==> src/rtl/regfile_burst_reader.sv <==
// Read-side sequencer for the 16x32 register bank: issues a contiguous run of line
// reads, tags returning words with their line index and streams them through a small FIFO.
module regfile_burst_reader #(
    parameter int DW     = 32,
    parameter int AW     = 4,
    parameter int RD_LAT = 1,
    parameter int DEPTH  = 4
) (
    input  logic          clk,
    input  logic          reset_n,
    input  logic          start,
    input  logic [AW-1:0] start_line,
    input  logic [AW:0]   count,
    output logic          busy,
    output logic          done,
    output logic          read_en,
    output logic [AW-1:0] read_line,
    input  logic [DW-1:0] rd_data,
    output logic          out_valid,
    input  logic          out_ready,
    output logic [DW-1:0] out_data,
    output logic [AW-1:0] out_line,
    output logic          out_last
);

    localparam int PW = (DEPTH > 1) ? $clog2(DEPTH) : 1;
    localparam int CW = $clog2(DEPTH + 1);

    typedef enum logic [1:0] {
        IDLE,
        ISSUE,
        DRAIN
    } state_t;

    state_t state, state_next;

    logic [AW-1:0] cur_line;
    logic [AW:0]   remaining;
    logic          read_last;
    logic          empty_pulse;
    logic [CW-1:0] inflight;

    logic [RD_LAT-1:0] pipe_valid;
    logic [RD_LAT-1:0] pipe_last;
    logic [AW-1:0]     pipe_line [RD_LAT];

    logic [DW-1:0]    fifo_data [DEPTH];
    logic [AW-1:0]    fifo_line [DEPTH];
    logic [DEPTH-1:0] fifo_last;
    logic [PW-1:0]    wr_ptr;
    logic [PW-1:0]    rd_ptr;
    logic [CW-1:0]    fifo_count;

    logic          push;
    logic          pop;
    logic          accept;
    logic          issue;
    logic          credit;
    logic          drain_done;
    logic [CW:0]   occupancy;

    // Occupancy counts every slot already promised: FIFO entries plus reads not yet
    // captured, less the entry leaving this cycle, so a new read never overflows the FIFO.
    always_comb begin
        push       = pipe_valid[RD_LAT-1];
        pop        = (fifo_count != '0) && out_ready;
        accept     = (state == IDLE) && start && (count != '0);
        occupancy  = {1'b0, fifo_count} + {1'b0, inflight} - {{CW{1'b0}}, pop};
        credit     = occupancy < (CW+1)'(DEPTH);
        issue      = (state == ISSUE) && credit;
        drain_done = (state == DRAIN) && (inflight == '0) && (fifo_count == '0);
    end

    always_ff @(posedge clk or negedge reset_n) begin
        if (!reset_n) begin
            state <= IDLE;
        end else begin
            state <= state_next;
        end
    end

    always_comb begin
        state_next = state;
        case (state)
            IDLE: begin
                if (accept) begin
                    state_next = ISSUE;
                end
            end
            ISSUE: begin
                if (issue && (remaining == (AW+1)'(1))) begin
                    state_next = DRAIN;
                end
            end
            DRAIN: begin
                if (drain_done) begin
                    state_next = IDLE;
                end
            end
            default: state_next = IDLE;
        endcase
    end

    always_comb begin
        busy = (state == ISSUE) || ((state == DRAIN) && !drain_done);
        done = empty_pulse || drain_done;
    end

    always_ff @(posedge clk or negedge reset_n) begin
        if (!reset_n) begin
            cur_line    <= '0;
            remaining   <= '0;
            read_en     <= 1'b0;
            read_line   <= '0;
            read_last   <= 1'b0;
            empty_pulse <= 1'b0;
        end else begin
            empty_pulse <= (state == IDLE) && start && (count == '0);
            read_en     <= issue;
            if (accept) begin
                cur_line  <= start_line;
                remaining <= count;
            end
            if (issue) begin
                read_line <= cur_line;
                read_last <= (remaining == (AW+1)'(1));
                cur_line  <= cur_line + AW'(1);
                remaining <= remaining - (AW+1)'(1);
            end
        end
    end

    // Reads leave the count when their word is captured into the FIFO.
    always_ff @(posedge clk or negedge reset_n) begin
        if (!reset_n) begin
            inflight <= '0;
        end else begin
            case ({issue, push})
                2'b10:   inflight <= inflight + CW'(1);
                2'b01:   inflight <= inflight - CW'(1);
                default: inflight <= inflight;
            endcase
        end
    end

    // Tag pipe mirrors the bank latency so each tag meets its word at capture time.
    always_ff @(posedge clk or negedge reset_n) begin
        if (!reset_n) begin
            pipe_valid <= '0;
            pipe_last  <= '0;
            for (int k = 0; k < RD_LAT; k++) begin
                pipe_line[k] <= '0;
            end
        end else begin
            pipe_valid[0] <= read_en;
            pipe_last[0]  <= read_en && read_last;
            pipe_line[0]  <= read_line;
            for (int k = 1; k < RD_LAT; k++) begin
                pipe_valid[k] <= pipe_valid[k-1];
                pipe_last[k]  <= pipe_last[k-1];
                pipe_line[k]  <= pipe_line[k-1];
            end
        end
    end

    always_ff @(posedge clk or negedge reset_n) begin
        if (!reset_n) begin
            wr_ptr     <= '0;
            rd_ptr     <= '0;
            fifo_count <= '0;
            fifo_last  <= '0;
            for (int k = 0; k < DEPTH; k++) begin
                fifo_data[k] <= '0;
                fifo_line[k] <= '0;
            end
        end else begin
            if (push) begin
                fifo_data[wr_ptr] <= rd_data;
                fifo_line[wr_ptr] <= pipe_line[RD_LAT-1];
                fifo_last[wr_ptr] <= pipe_last[RD_LAT-1];
                wr_ptr            <= wr_ptr + PW'(1);
            end
            if (pop) begin
                rd_ptr <= rd_ptr + PW'(1);
            end
            case ({push, pop})
                2'b10:   fifo_count <= fifo_count + CW'(1);
                2'b01:   fifo_count <= fifo_count - CW'(1);
                default: fifo_count <= fifo_count;
            endcase
        end
    end

    always_comb begin
        out_valid = (fifo_count != '0);
        out_data  = out_valid ? fifo_data[rd_ptr] : '0;
        out_line  = out_valid ? fifo_line[rd_ptr] : '0;
        out_last  = out_valid && fifo_last[rd_ptr];
    end

endmodule

==> config.mk <==
export PLATFORM = sky130hd
export DESIGN_NAME = regfile_burst_reader
export DESIGN_NICKNAME = d
export VERILOG_FILES = /design/src/rtl/regfile_burst_reader.sv
export SDC_FILE = /design/constraint.sdc
export NUM_CORES = 1
export LEC_CHECK = 0
export ABC_AREA = 1
export CORE_UTILIZATION = 45
export CTS_CLUSTER_DIAMETER = 80
export DETAILED_ROUTE_END_ITERATION = 10
export PLACE_DENSITY_LB_ADDON = 0.12
export RECOVER_POWER = 100
export SYNTH_ARGS = -nofsm -noshare
export SYNTH_HDL_FRONTEND = slang
export SYNTH_SLANG_ARGS = --single-unit
==> constraint.sdc <==
create_clock -name clk -period 6.7 [get_ports clk]
set_clock_uncertainty 0.1 [all_clocks]
set_input_delay 1.675 -clock clk [delete_from_list [all_inputs] [get_ports clk]]
set_output_delay 1.675 -clock clk [all_outputs]
set_load 0.005 [all_outputs]
-- Word level (Yosys, flattened, before mapping)
Index checks and enable logic that the tools add are counted.
- bits in registers: 182
- bitwise gates (word level): 2
- reductions and logical operators: 26
- equality and inequality tests: 10
- $add $sub $neg: 10
- $lt $le $gt $ge: 7
- multiplexer cells: 29
- operators with widths (kind ; number):
    bitwise mux 128 bit ; 1
    2-to-1 mux 32 bit ; 4
    binary-select mux 32 bit (select 2 bit) ; 1
    demux 32 bit (select 2 bit) ; 1
    2-to-1 mux 4 bit ; 6
    bitwise mux 16 bit ; 1
    logical AND 1 bit ; 13
    case mux 3 bit (2 select lines) ; 2
    2-to-1 mux 5 bit ; 2
    binary-select mux 4 bit (select 2 bit) ; 1
    demux 4 bit (select 2 bit) ; 1
    adder 3 x 1 -> 3 bit (second input constant) ; 2
    == test 2 x 1 -> 1 bit (second input constant) ; 3
    == test 2 bit (second input constant) ; 3
    >= comparator 3 bit (second input constant) ; 2
    logical NOT 3 bit ; 2
    less-than comparator 2 x 3 -> 1 bit (second input constant) ; 2
    2-to-1 mux 2 bit ; 3
    NOT 2 -> 3 bit ; 2
    case mux 2 bit (3 select lines) ; 1
    nonzero test 2 bit ; 3
    subtractor 3 x 1 -> 3 bit (second input constant) ; 2
    == test 5 x 1 -> 1 bit (second input constant) ; 1
    logical NOT 5 bit ; 1
    20 further kinds ; 24

-- Longest topological paths before layout
Gate-level depths: netlist of the first run.
- depth after elaboration: 8
- mapped depth: 17
- depth with buffers taken out: 16

-- Least setup slack after synthesis of the first run
OpenSTA, ideal clock, no wires.
- path kind: input to register
- start: in out_ready
- end: reg inflight[2]
- data required time: 6.469 ns
- setup slack: 2.800 ns
- stages: 14
- library setup time: 0.131 ns
- arrival time: 3.670 ns
- path buffers: 1
- path through: nand3_4 > ha_1 > nand2_1 > inv_1 > nand3_4 > nand3_1 > nand2_4 > nand3_4 > buf_6 > ha_1 > fa_1 > a21oi_1 > o21ai_0 > xor2_1
- word-level cells in the longest chain between the ends: 6
- ends and longest elaborated chain (what ; RTL line ; RTL):
    start: declaration ; 20 ; input logic out_ready,
    logical AND 1 bit * ; 66 ; pop = (fifo_count != '0) && out_ready;
    subtractor 4 x 1 -> 4 bit * ; 68 ; occupancy = {1'b0, fifo_count} + {1'b0, inflight} - {{CW{1'b0}}, pop};
    less-than comparator 4 x 3 -> 1 bit * ; 69 ; credit = occupancy < (CW+1)'(DEPTH);
    logical AND 1 bit * ; 70 ; issue = (state == ISSUE) && credit;
    == test 2 x 1 -> 1 bit or == test 2 bit (tied branches) ; 138 ; case ({issue, push})
    case mux 3 bit (2 select lines) or nonzero test 2 bit (tied branches) ; - ;
    end signal: assignment ; 139 ; 2'b10: inflight <= inflight + CW'(1);
    end signal: assignment ; 140 ; 2'b01: inflight <= inflight - CW'(1);
    end signal: assignment ; 141 ; default: inflight <= inflight;
    end: declaration ; 41 ; logic [CW-1:0] inflight;
Mark *: on every way between the ends. The rest lies on a longest branch, timed or not.
A chain may end at the register's enable or synchronous reset.

-- Worst setup path in the final report of the first run
- start: reg rd_ptr[1]
- end: out out_last
- word-level cells in the longest chain between the ends: 3
- ends and longest elaborated chain (what ; RTL line ; RTL):
    start: declaration ; 51 ; logic [PW-1:0] rd_ptr;
    start signal: assignment ; 184 ; rd_ptr <= rd_ptr + PW'(1);
    binary-select mux 1 bit (select 2 bit) ; 198 ; out_last = out_valid && fifo_last[rd_ptr];
    2-to-1 mux 1 bit (implied by the code) ; 198 ;
    logical AND 1 bit ; 198 ;
    end: declaration ; 23 ; output logic out_last
Every way passes these cells. The select of a mux whose other input is x is not followed.

==> metrics.log, run 1 <==
[metrics] result of the run: finished with violations
[metrics] violations in the final reports: DRC, capacitance limit, slew limit
[metrics] synthesized instance count: between 1000 and 1500
[metrics] CORE AREA: 18100 sq um
[metrics] # fillers: between 1500 and 2000
[metrics] number of post-CTS setup repair buffers: 0
[metrics] detailed-route vias per instance: 5.09
[metrics] number of nets in the synthesized netlist: approximately 1100
[metrics] H-Tree Depth: 4
[metrics] Yosys warnings: 0
[metrics] leading post-synthesis cells by cell area: dfrtp_1 (54%), o21ai_0 (14%), nand2_1 (9.4%)
[metrics] endpoint of the worst hold path: pipe_line[2]
[metrics] slack of the worst reg-to-reg path: approximately 2.8 ns
[metrics] slew of the pin with the lowest slew margin: 2.99 ns
[metrics] total vias in the final route: 6665
[metrics] max-cap viol count: 7
[metrics] number of synthesized register bits: between 150 and 200
[metrics] clock tree from TritonCTS: yes
[metrics] max incr delay on CP: 1.41 ns
[metrics] overall die height: 138 um
[metrics] clock root buffer: clkbuf_16
[metrics] register area share after synthesis: between 50% and 60%
[metrics] total negative slack: 0 ns
[metrics] combined buffer and inverter count along the critical path: 3
[metrics] Crit Path Max Fanout: 38
[metrics] Static Leakage: between 4 and 5 nW
[metrics] number of max-slew violations in the final report: 349
[metrics] unrepaired setup endpoints after global routing: false
[metrics] maximum number of pins on one net before global-route repair: 99
[metrics] Area growth syn-to-layout: 18.3%
[metrics] clock buffer count from CTS: 17
[metrics] element type at the critical path end: output pin
[metrics] total die area: 19200 sq um
[metrics] final design instance area without fill: 9920 sq um
[metrics] DRC violation total after the first TritonRoute iteration: 460
[metrics] TritonCTS Sinks: 182
[metrics] worst reg-to-reg path cell count: 16
[metrics] start of the worst register-to-register path: fifo_count[1]
[metrics] Worst Hold Path Cells: 0
[metrics] kind of launch point of the worst setup path: flip-flop
[metrics] overall overflow remaining after global route: 0
[metrics] post-route fraction of the period consumed by the critical path: around four fifths
[metrics] slowest library cell on the worst path: dfrtp_1
[metrics] wirelength, routed: between 15000 and 20000 um
[metrics] syn_area_per_cell: 8.26 sq um
[metrics] Worst Path Class, Setup: flip-flop to output pin
[metrics] worst skew pair latency: 0.42 ns
[metrics] antenna diode count: 0
[metrics] cells along the critical path: clkinv_1 -> buf_4 -> nor2_1 -> o21ai_0 -> a21oi_1 -> dlygate4sd3_1
[metrics] Clk pin slew, worst setup/hold paths: 0.06 ns
[metrics] number of optimization iterations in the first detailed-route pass: 7
[metrics] Min-Delay Path Class: flip-flop to flip-flop
[metrics] DP Area: 9380 sq um
[metrics] hold_sp: read_line[2]
[metrics] Max Clock Freq: 190 MHz
[metrics] total of buffers placed on input and output ports: between 80 and 90
[metrics] number of primary I/O pins: 90
[metrics] starting density of the core: approximately 46%
[metrics] CTS Hold Buffers Added: 0
[metrics] routability-driven placement congestion ratio: 0.738
[metrics] number of rows created at floorplan: 49
[metrics] clk buf depth: 2
[metrics] Detail Route Antenna Nets: 0
[metrics] worst max-slew margin expressed relative to the limit: -99.2%
[metrics] DR DRC count: 10
[metrics] most used routing layer: met2
[metrics] layout cells sized above 1: 4.16%
[metrics] ratio of total power to cell area: 326 nW/um^2
[metrics] global-route track usage on met1: about 30%
[metrics] Data required, critical path: between 4 and 5 ns
[metrics] die width: 138 um
[metrics] count of cell types in the netlist: 25
[metrics] Final setup viols: 0
[metrics] fraction of met2 tracks used by global routing: about a third
[metrics] half-perimeter wire length after detailed placement: between 10000 and 15000 um
[metrics] Critical path origin: rd_ptr[1]
[metrics] cts repair resizes: 0
[metrics] Period minus WS final: between 5 and 6 ns
[metrics] nets: 1127
[metrics] first-pass GRT wire length: 32300 um
[metrics] via count of the first global-routing pass: between 6000 and 7000
[metrics] Overall Global Routing Usage: 21.2%
[metrics] fraction of met3 tracks used by global routing: 4.16%
[metrics] CP Data Arrival Time: 3.49 ns
[metrics] worst-case vdd ir drop: 0.195 mV
[metrics] cell type contributing the most total cell area after synthesis: dfrtp_1
[metrics] mean routed wirelength per cell: 14.5 um
[metrics] combined area of all synthesized cells: 8380 sq um
[metrics] dominant delay contributor by cell family on the critical path: flip-flops
[metrics] share of the synthesized area in the top cell type: 54.3%
[metrics] initial antenna violation count: 0
[metrics] endpoint of the most critical register-to-register path: inflight[2]
[metrics] Final Hold Vio Count: 0
==> sequential cells by signal, summed over array words and instances (netlist names), 2 cells and up <==
| signal | flops |
|---|---|
| inflight | 3 |
| fifo_data | 128 |
| wr_ptr | 2 |
| pipe_line | 4 |
| rd_ptr | 2 |
| cur_line | 4 |
| remaining | 5 |
| fifo_count | 3 |
| fifo_last | 4 |
| state | 2 |
| fifo_line | 16 |
| read_line | 4 |
==> layout make-up <==
| cell class | instances | area (sq um) | area share (%) |
|---|---|---|---|
| flip-flops and latches | 182 | 4560 | 45.9 |
| multi-input cells | 702 | 3260 | 32.9 |
| repair buffers | 99 | 945 | 9.52 |
| clock buffers | 22 | 474 | 4.78 |
| well taps | 229 | 287 | 2.89 |
| inverters | 66 | 248 | 2.50 |
| clock inverters | 10 | 145 | 1.46 |
==> synthesized netlist by cell type, drive strengths merged <==
cell type  instances
nor3               2
inv               66
nand2            215
fa                 2
buf               13
xnor2              4
ha                12
nand3b             1
o21ai            229
nand3             19
nand4              7
a21oi             41
dfrtp            182
mux2               1
xor2               8
nor2             160
or2                1
clkbuf            52
==> worst max path at each step <==
stage / endpoint / depth (start not counted)
2_1_floorplan: inflight[2] / 14
3_3_place_gp: inflight[2] / 15
3_5_place_dp: inflight[2] / 15
4_1_cts: out_data[24] / 6
5_1_grt: out_data[24] / 6
6_report: out_last / 6
==> kinds of logic after synthesis <==
| group | count (synthesis) | synth area share (%) |
|---|---|---|
| simple gates | 405 | 19.7 |
| compound gates | 270 | 16.2 |
| flops | 182 | 54.3 |
| buf+inv | 131 | 6.12 |
| fa+ha+maj | 14 | 2.27 |
| xor+xnor | 12 | 1.25 |
| mux | 1 | 0.134 |
==> metal layers <==
layer	wire [um]	vias to the layer above
met4	219	0
met1	9580	3164
li1	-	3375
met2	8610	109
met3	601	17
met5	0	-
==> per-stage QoR <==
stage,cells,utilization (%),power [mW],worst slack (ns),hold WS (ns)
2_1_floorplan,1015,-,1.76,2.80,0.296
6_report,1310,54.8,3.23,1.43,0.329
5_1_grt,1310,54.8,3.41,1.21,0.355
3_5_place_dp,1278,51.9,2.30,2.02,0.329
3_3_place_gp,1278,51.9,2.30,2.05,0.334
4_1_cts,1310,55.3,3.35,1.99,0.350
==> report_power, final <==
part	internal, mW	switching (mW)	total [mW]
Sequential	1.11	0.0548	1.17
Combinational	0.439	0.582	1.02
Clock	0.620	0.423	1.04
==> layout by cell type (no fill, tap or decap), drive strengths merged <==
master and instances:
a21oi 41, buf 5, bufinv 3, clkbuf 28, clkdlybuf4s50 31, clkinv 6, clkinvlp 2, dfrtp 182
dlygate4sd3 57, fa 2, ha 12, inv 65, mux2 1, nand2 215, nand3 19, nand3b 1
nand4 7, nor2 160, nor3 2, o21ai 229, or2 1, xnor2 4, xor2 8
Power figures use the tool's default switching activity.
==> run 2: changes to the inputs <==
==> constraint.sdc (replaced) <==
create_clock -name clk -period 5.35 [get_ports clk]
set_clock_uncertainty 0.1 [all_clocks]
set_input_delay 1.3375 -clock clk [delete_from_list [all_inputs] [get_ports clk]]
set_output_delay 1.3375 -clock clk [all_outputs]
set_load 0.005 [all_outputs]
==> run 2 against run 1 <==
Against the previous run: register-to-register slack worse by 1.0 ns; combinational power is 30% higher; die area stayed put; the flow still finishes with violations (DRC, capacitance limit, slew limit); critical endpoint is now out_line[3].
==> metrics.log, run 2 (synthesis results as in run 1) <==
[metrics] unrepaired setup endpoints after global routing: false (unchanged)
[metrics] number of max-slew violations in the final report: 388 (was 349)
[metrics] clock tree from TritonCTS: yes (unchanged)
[metrics] half-perimeter wire length after detailed placement: 11100 um (was 11200 um)
[metrics] mean routed wirelength per cell: 14.4 um (was 14.5 um)
[metrics] Crit Path Max Fanout: 76 (was 38)
[metrics] total negative slack: 0 ns (unchanged)
[metrics] result of the run: finished with violations (unchanged)
[metrics] CORE AREA: 18100 sq um (unchanged)
[metrics] overall die height: 138 um (unchanged)
[metrics] total vias in the final route: 6617 (was 6665)
[metrics] worst skew pair latency: 0.43 ns (was 0.42 ns)
[metrics] antenna diode count: 0 (unchanged)
[metrics] clk buf depth: 2 (unchanged)
[metrics] die width: 138 um (unchanged)
[metrics] CTS Hold Buffers Added: 0 (unchanged)
[metrics] final design instance area without fill: 9900 sq um (was 9920 sq um)
[metrics] wirelength, routed: 18900 um (was 19000 um)
[metrics] number of rows created at floorplan: 49 (unchanged)
[metrics] Largest Register: fifo_data (unchanged)
[metrics] cts repair resizes: 0 (unchanged)
[metrics] registers with the most flip-flops: fifo_data (128), fifo_line (16), remaining (5) (unchanged)
[metrics] Largest register FFs: 128 (unchanged)
[metrics] ratio of total power to cell area: 402 nW/um^2 (was 326 nW/um^2)
[metrics] Min-Delay Path Class: flip-flop to flip-flop (unchanged)
[metrics] Area growth syn-to-layout: 18.0% (was 18.3%)
[metrics] # fillers: 1749 (was 1746)
[metrics] worst max-slew margin expressed relative to the limit: -111% (was -99.2%)
[metrics] via count of the first global-routing pass: 6374 (was 6420)
[metrics] kind of launch point of the worst setup path: flip-flop (unchanged)
[metrics] Worst Path Class, Setup: flip-flop to output pin (unchanged)
[metrics] Period minus WS final: 4.66 ns
[metrics] H-Tree Depth: 4 (unchanged)
[metrics] max-cap viol count: 6 (was 7)
[metrics] initial antenna violation count: 0 (unchanged)
[metrics] Data required, critical path: 3.91 ns (was 4.93 ns)
[metrics] DP Area: 9400 sq um (was 9380 sq um)
[metrics] DR DRC count: 10 (unchanged)
[metrics] most frequent standard cell in the layout excluding fill and tap cells: o21ai_0 (unchanged)
[metrics] maximum number of pins on one net before global-route repair: 93 (was 99)
[metrics] CP Data Arrival Time: 3.22 ns (was 3.49 ns)
[metrics] Static Leakage: 4.77 nW (was 4.78 nW)
[metrics] layout cells sized above 1: 4.63% (was 4.16%)
[metrics] starting density of the core: 46.4% (unchanged)
[metrics] Final Hold Vio Count: 0 (unchanged)
[metrics] slew of the pin with the lowest slew margin: 3.16 ns (was 2.99 ns)
[metrics] total die area: 19200 sq um (unchanged)
[metrics] Clk pin slew, worst setup/hold paths: 0.06 ns (about the same)
[metrics] clock buffer count from CTS: 17 (unchanged)
[metrics] nets: 1127 (unchanged)
[metrics] most used cells in the layout excluding fill and tap cells: o21ai_0 (228), nand2_1 (211), dfrtp_1 (180) (was o21ai_0 (228), nand2_1 (211), dfrtp_1 (181))
[metrics] total of buffers placed on input and output ports: 89 (unchanged)
[metrics] first-pass GRT wire length: 32300 um (about the same)
[metrics] number of optimization iterations in the first detailed-route pass: 8 (was 7)
[metrics] post-layout instance count excluding filler cells: 1309 (was 1310)
[metrics] overall overflow remaining after global route: 0 (unchanged)
[metrics] element type at the critical path end: output pin (unchanged)
[metrics] worst-case vdd ir drop: 0.300 mV (was 0.195 mV)
[metrics] Final setup viols: 0 (unchanged)
[metrics] routability-driven placement congestion ratio: 0.719 (was 0.738)
[metrics] number of primary I/O pins: 90 (unchanged)
[metrics] Overall Global Routing Usage: 21.1% (was 21.2%)
[metrics] # placed instances: 1278 (unchanged)
[metrics] violations in the final reports: DRC, capacitance limit, slew limit (unchanged)
[metrics] number of post-CTS setup repair buffers: 0 (unchanged)
[metrics] DRC violation total after the first TritonRoute iteration: 408 (was 460)
[metrics] clock root buffer: clkbuf_16 (unchanged)
[metrics] Max Clock Freq: 215 MHz
[metrics] post-route fraction of the period consumed by the critical path: 87.0%
[metrics] Detail Route Antenna Nets: 0 (unchanged)
[metrics] TritonCTS Sinks: 182 (unchanged)
[metrics] detailed-route vias per instance: 5.06 (was 5.09)
-- run 2: cell count changes in the layout (fill, tap and decap cells not counted), sizes merged --
cell	previous run	this run
clkbuf	28	29
inv	65	64
clkinv	6	7
buf	5	4
dlygate4sd3	57	56
bufinv	3	2
clkdlybuf4s50	31	32
-- run 2: per-stage QoR --
step / worst slack [ns] / hold WS [ns] / power [mW] / util, %
after CTS: 1.01 / 0.309 / 4.12 / 55.2
after floorplan: 1.79 / 0.296 / 2.20 / -
final: 0.694 / 0.309 / 3.98 / 54.7
after global placement: 1.06 / 0.292 / 2.88 / 52.0
after detailed placement: 1.03 / 0.294 / 2.87 / 52.0
after global routing: 0.434 / 0.324 / 4.23 / 54.7
-- run 2: worst paths after layout --
kind	startpoint	end	slack (ns)	cells past startpoint
min	read_line[0]	pipe_line[0]	0.31	0
max in group asynchronous	reset_n	read_line[3]	1.31	2
min reg2reg	read_line[0]	pipe_line[0]	0.31	0
max reg2reg	wr_ptr[0]	fifo_data[20]	1.76	4
max	rd_ptr[0]	out_line[3]	0.69	6
min in group asynchronous	reset_n	fifo_data[73]	1.47	1
-- run 2: power by group --
group          total [mW]  internal, mW  switching (mW)
registers            1.41          1.40          0.0139
logic                1.33         0.553           0.778
clock network        1.24         0.731           0.508
total                3.98          2.68            1.30
-- run 2: critical path: stages (launching register included) --
cell and delay (ns):
dfrtp_2 0.36, clkbuf_2 1.21, nor2_1 0.13, nor2_1 0.14
o21ai_0 0.09, a21oi_1 0.28, clkdlybuf4s50_1 0.55
-- run 2: cell type report --
cell class                 count  area, sq um  share of cell area [%]
clock buffer                  22          484                    4.89
clock inverter                 9          100                    1.01
inverter                      66          248                    2.50
multi-input combinational    702         3280                    33.1
sequential                   182         4560                    46.0
tap                          229          287                    2.90
timing repair buffer          99          943                    9.53
-- run 2: routing by layer --
| metal | share of wire, % | vias to the layer above | global-route usage (%) |
|---|---|---|---|
| met4 | 0.88 | 0 | 5.44 |
| met5 | 0 | - | 0 |
| li1 | - | 3371 | - |
| met2 | 46 | 117 | 32.8 |
| met3 | 3.8 | 16 | 4.36 |
| met1 | 50 | 3113 | 30.2 |
